<file path="src/rtl/demux1_4_buf.sv">
// demux1_4_buf: buffered 1-to-4 demultiplexer, one registered word per channel.
// Optional round-robin steering is enabled by defining DEMUX4_RR_EN.
module demux1_4_buf #(
   parameter int WIDTH = 1
) (
   input  logic             clk,
   input  logic             reset_n,
   input  logic [WIDTH-1:0] in,
   input  logic             in_valid,
   output logic             in_ready,
   input  logic [1:0]       S,
   output logic [WIDTH-1:0] a,
   output logic [WIDTH-1:0] b,
   output logic [WIDTH-1:0] c,
   output logic [WIDTH-1:0] d,
   output logic             va,
   output logic             vb,
   output logic             vc,
   output logic             vd,
   input  logic             ra,
   input  logic             rb,
   input  logic             rc,
   input  logic             rd
`ifdef DEMUX4_RR_EN
   ,
   input  logic             rr
`endif
);

   logic [WIDTH-1:0] data_r [4];
   logic [3:0]       valid_r;
   logic [3:0]       rdy_s;
   logic [1:0]       sel_s;
   logic             accept_s;

   assign rdy_s = {rd, rc, rb, ra};

`ifdef DEMUX4_RR_EN
   logic [1:0] ptr_r;

   // Steering source: pointer in round-robin mode, S otherwise.
   always_comb begin
      sel_s = S;
      if (rr) begin
         sel_s = ptr_r;
      end else begin
         sel_s = S;
      end
   end

   // Pointer advances only on accepts taken while round-robin is requested.
   always_ff @(posedge clk or negedge reset_n) begin
      if (!reset_n) begin
         ptr_r <= 2'b00;
      end else if (accept_s && rr) begin
         ptr_r <= ptr_r + 2'd1;
      end else begin
         ptr_r <= ptr_r;
      end
   end
`else
   assign sel_s = S;
`endif

   // Selected channel takes a word when empty or draining in the same cycle.
   always_comb begin
      in_ready = ~valid_r[sel_s] | rdy_s[sel_s];
      accept_s = in_valid & in_ready;
   end

   // Per-channel load/drain; a refill wins over the drain so no bubble appears.
   always_ff @(posedge clk or negedge reset_n) begin
      if (!reset_n) begin
         for (int k = 0; k < 4; k++) begin
            data_r[k] <= {WIDTH{1'b0}};
         end
         valid_r <= 4'b0000;
      end else begin
         for (int k = 0; k < 4; k++) begin
            if (accept_s && (sel_s == 2'(k))) begin
               data_r[k]  <= in;
               valid_r[k] <= 1'b1;
            end else if (valid_r[k] && rdy_s[k]) begin
               valid_r[k] <= 1'b0;
            end else begin
               valid_r[k] <= valid_r[k];
            end
         end
      end
   end

   assign a  = data_r[0];
   assign b  = data_r[1];
   assign c  = data_r[2];
   assign d  = data_r[3];
   assign va = valid_r[0];
   assign vb = valid_r[1];
   assign vc = valid_r[2];
   assign vd = valid_r[3];

endmodule

</file>
<file path="config.mk">
export PLATFORM = sky130hd
export DESIGN_NAME = demux1_4_buf
export DESIGN_NICKNAME = d
export VERILOG_FILES = /design/src/rtl/demux1_4_buf.sv
export SDC_FILE = /design/constraint.sdc
export NUM_CORES = 1
export LEC_CHECK = 0
export CAP_MARGIN = 25
export CORE_AREA = 8 8 45 47
export DETAILED_ROUTE_END_ITERATION = 16
export DIE_AREA = 0 0 53 55
export DONT_BUFFER_PORTS = 1
export HOLD_SLACK_MARGIN = 0.06
export PLACE_DENSITY_LB_ADDON = 0.2
export SYNTH_ARGS = -nofsm -noshare
export SYNTH_HDL_FRONTEND = slang
export SYNTH_SLANG_ARGS = --single-unit
</file>
<file path="constraint.sdc">
create_clock -name clk -period 1.72 [get_ports clk]
set_input_delay 0.516 -clock clk [delete_from_list [all_inputs] [get_ports clk]]
set_output_delay 0.516 -clock clk [all_outputs]
set_load 0.05 [all_outputs]
</file>
==> results.sh, run 1 <==
export IMPL_r2r_start="valid_r[1]"
export IMPL_power_frac_comb=0.189
export IMPL_cts_sinks=8
export IMPL_power_density_nw_per_um2=1070
export IMPL_setup_violations=1
export IMPL_run_status="complete, but fails checks"
export IMPL_post_route_period_util=1.062
export IMPL_antenna_found_initial=0
export IMPL_slew_viol_final=0
export IMPL_coreArea_sq_um=1384
export IMPL_rows=14
export IMPL_slew_headroom=0.6790
export IMPL_clkLatencyLatePin_ns=0.25
export IMPL_areaGrowthSynthToFinish_pct=38.98
export IMPL_endpoint="in_ready"
export IMPL_vias=259
export IMPL_synth_warnings=0
export IMPL_track_usage=0.06927
export IMPL_syn_num_nets=39
export IMPL_avgSynthCellArea_sq_um=12.73
export IMPL_crit_fanout=2
export IMPL_clock_power_share=0.252
export IMPL_worstPathArrival_ns=1.31
export IMPL_p_leak_uw=0.0002342
export IMPL_grt_pass1_wl_um=1407
export IMPL_yosysSeqAreaShare=0.5424
export IMPL_die_h_um=55
export IMPL_ys_types=11
export IMPL_start_util=0.2667
export IMPL_drive_above_1_share=0.5714
export IMPL_tns_ns=-0.1063
export IMPL_htree_levels=1
export IMPL_min_path_type="input port to flip-flop"
export IMPL_avgRoutedWirePerCell_um=14.97
export IMPL_grt_max_degree=9
export IMPL_wl_um=868
export IMPL_irDropWorstVdd_uv=391.2
export IMPL_hold_viol_final=0
export IMPL_dr_pass1_iters=4
export IMPL_required_ns=1.20
export IMPL_fillers=143
export IMPL_maxCapViolCount=0
export IMPL_pre_cts_slack_ns=-0.06646
export IMPL_cpPeakStageDelay_ns=0.63
export IMPL_via_per_inst=4.466
export IMPL_clk_path_buf_depth=2
export IMPL_diodes=0
export IMPL_drc=0
export IMPL_cp_slowest_cell="mux4_2"
export IMPL_skew_ns=0.00004166
export IMPL_fin_ws_ns=-0.1063
export IMPL_io_pins=19
export IMPL_cp_end_kind="output port"
export IMPL_final_cell_mix="buf_4 (9), nand2b_1 (4), dfrtp_1 (4), dfrtp_2 (4)"
export IMPL_synth_seq_cells=8
export IMPL_synth_area_sq_um=369.1
export IMPL_cts_buffers=3
export IMPL_p_int_uw=345.3
export IMPL_fp_dieW_um=53
export IMPL_fin_crit_ns=1.826
export IMPL_die_area_sq_um=2915
export IMPL_path_cells="nand2b_4, mux4_2"
export IMPL_worst_setup_path_start_kind="flip-flop"
export IMPL_r2r_end="b"
export IMPL_cts_tree="yes"
export IMPL_reg2regPathDepth=4
export IMPL_drt_iter0_markers=5
export IMPL_clock_root_buffer="clkbuf_4"
export IMPL_final_common_cell="buf_4"
export IMPL_p_sw_uw=203.3
export IMPL_swShare=0.3706
export IMPL_clk_pin_slew_ns=0.05
export IMPL_max_clock_freq_mhz=547.6
export IMPL_grt_overflow_total=0
export IMPL_place_congestion=0.7351
export IMPL_worst_pin_slew_ns=0.4815
export IMPL_r2r_slack_ns=0.35
export IMPL_seqPwrFrac=0.559
export IMPL_critPathKind="flip-flop to output port"
export IMPL_violations="negative setup slack"
export IMPL_postSynthCellCount=29
export IMPL_crit_path_start="valid_r[3]"
export IMPL_ant_nets=0
export IMPL_portBuffers=0
export IMPL_finalPower_uw=548.7
export IMPL_grt_pass1_vias=297
export IMPL_rsz0062_at_grt="true"
export IMPL_nNetsFinal=54
==> through the flow <==
stage / cells / hold WS, ns / utilization / cell area [sq um]
6_report: 58 / 0.3903 / 0.3707 / 513.0
3_5_place_dp: 53 / 0.2208 / 0.3418 / 473.0
5_1_grt: 58 / 0.3880 / 0.3707 / 513.0
3_3_place_gp: 53 / 0.2207 / 0.3418 / 473.0
4_1_cts: 58 / 0.3938 / 0.3707 / 513.0
2_1_floorplan: 29 / 0.2204 / - / 392.9
==> Yosys cell counts (all sizes together) <==
cell    instances  share of area
nand3           1          0.014
nor3b           1          0.020
nand3b          1          0.020
nand2b          7           0.12
mux2            4           0.13
or3b            1          0.024
dfrtp           8           0.54
nand2           3          0.031
mux4            1          0.071
o21ai           2          0.027
==> layer usage <==
| layer | GRT usage | part of all wire | vias to the layer above |
|---|---|---|---|
| met5 | 0 | 0 | - |
| met4 | 0.05172 | 0 | 0 |
| met2 | 0.09570 | 0.45 | 13 |
| met1 | 0.07264 | 0.36 | 119 |
| li1 | - | - | 127 |
| met3 | 0.04813 | 0.19 | 0 |
==> layout make-up <==
type | count | area, sq um | share of cell area
well taps | 16 | 20.02 | 0.03902
clock buffers | 3 | 22.52 | 0.04390
flip-flops and latches | 8 | 205.2 | 0.4000
multi-input cells | 21 | 187.7 | 0.3659
repair buffers | 10 | 77.57 | 0.1512
==> worst max-delay path, delay by kind of cell (launching register included) <==
kind	cells	cell delay [ns]
mux	1	0.63
flops	1	0.38
simple gates	1	0.06
==> sequential cells by signal (all words and copies together), names as in the netlist <==
| register | cells |
|---|---|
| a | 1 |
| b | 1 |
| c | 1 |
| d | 1 |
| valid_r | 4 |
==> power groups by stage <==
stage	sequential (uW)	combinational (uW)	clock, uW
after floorplan	332	48.0	0
after global placement	311	97.5	0
after detailed placement	312	98.0	0
after CTS	308	106	147
after global routing	312	113	156
final	307	104	138
==> worst min-delay path by stage <==
stage | startpoint | endpoint | slack [ns] | cells after the start
after detailed placement | reset_n | valid_r[2] | 0.22 | 0
final | S[1] | valid_r[1] | 0.39 | 1
after global placement | reset_n | valid_r[1] | 0.22 | 0
after floorplan | reset_n | a | 0.22 | 0
after CTS | S[1] | valid_r[0] | 0.39 | 1
after global routing | S[1] | valid_r[1] | 0.39 | 1
==> what timing repair did <==
action	in CTS	in global routing
hold buffers	1	0
setup buffers	1	0
hold endpoints to repair	8	0
pin swaps	0	0
endpoints found under the setup margin	1	1
gates resized for setup	0	0
==> logic make-up after synthesis <==
kind of cell / synth area share
flip-flops: 0.5424
AO/OA/AOI/OAI: 0.02712
AND/OR/NAND/NOR: 0.2271
multiplexers: 0.2034
Power figures use the tool's default switching activity.
==> inputs of run 2 (changes only) <==
==> constraint.sdc (replaced) <==
create_clock -name clk -period 1.6 [get_ports clk]
set_input_delay 0.48 -clock clk [delete_from_list [all_inputs] [get_ports clk]]
set_output_delay 0.48 -clock clk [all_outputs]
set_load 0.05 [all_outputs]
==> results of run 2 <==
The final DEF is identical to that of run 1. Status: complete, but fails checks: negative setup slack.
Main changes from that run: setup slack after placement -0.06646 ns -> -0.1145 ns; setup slack after layout -0.1063 ns -> -0.1903 ns; setup TNS -0.1063 ns -> -0.1903 ns; hold slack 0.3903 ns -> 0.3543 ns; register-to-register setup slack 0.35 ns -> 0.23 ns; total power 548.7 uW -> 589.8 uW; worst IR drop on VDD 391.2 uV -> 420.6 uV
==> inputs of run 3 (changes only) <==
--- a/config.mk
+++ b/config.mk
@@ -15,3 +15,4 @@
 export SYNTH_ARGS = -nofsm -noshare
 export SYNTH_HDL_FRONTEND = slang
 export SYNTH_SLANG_ARGS = --single-unit
+export TNS_END_PERCENT = 1
==> results of run 3 <==
The final DEF is identical to that of run 1. Status: complete, but fails checks: negative setup slack.
Main changes from that run: setup slack after placement -0.06646 ns -> -0.1145 ns; setup slack after layout -0.1063 ns -> -0.1903 ns; setup TNS -0.1063 ns -> -0.1903 ns; hold slack 0.3903 ns -> 0.3543 ns; register-to-register setup slack 0.35 ns -> 0.23 ns; total power 548.7 uW -> 589.8 uW; worst IR drop on VDD 391.2 uV -> 420.6 uV
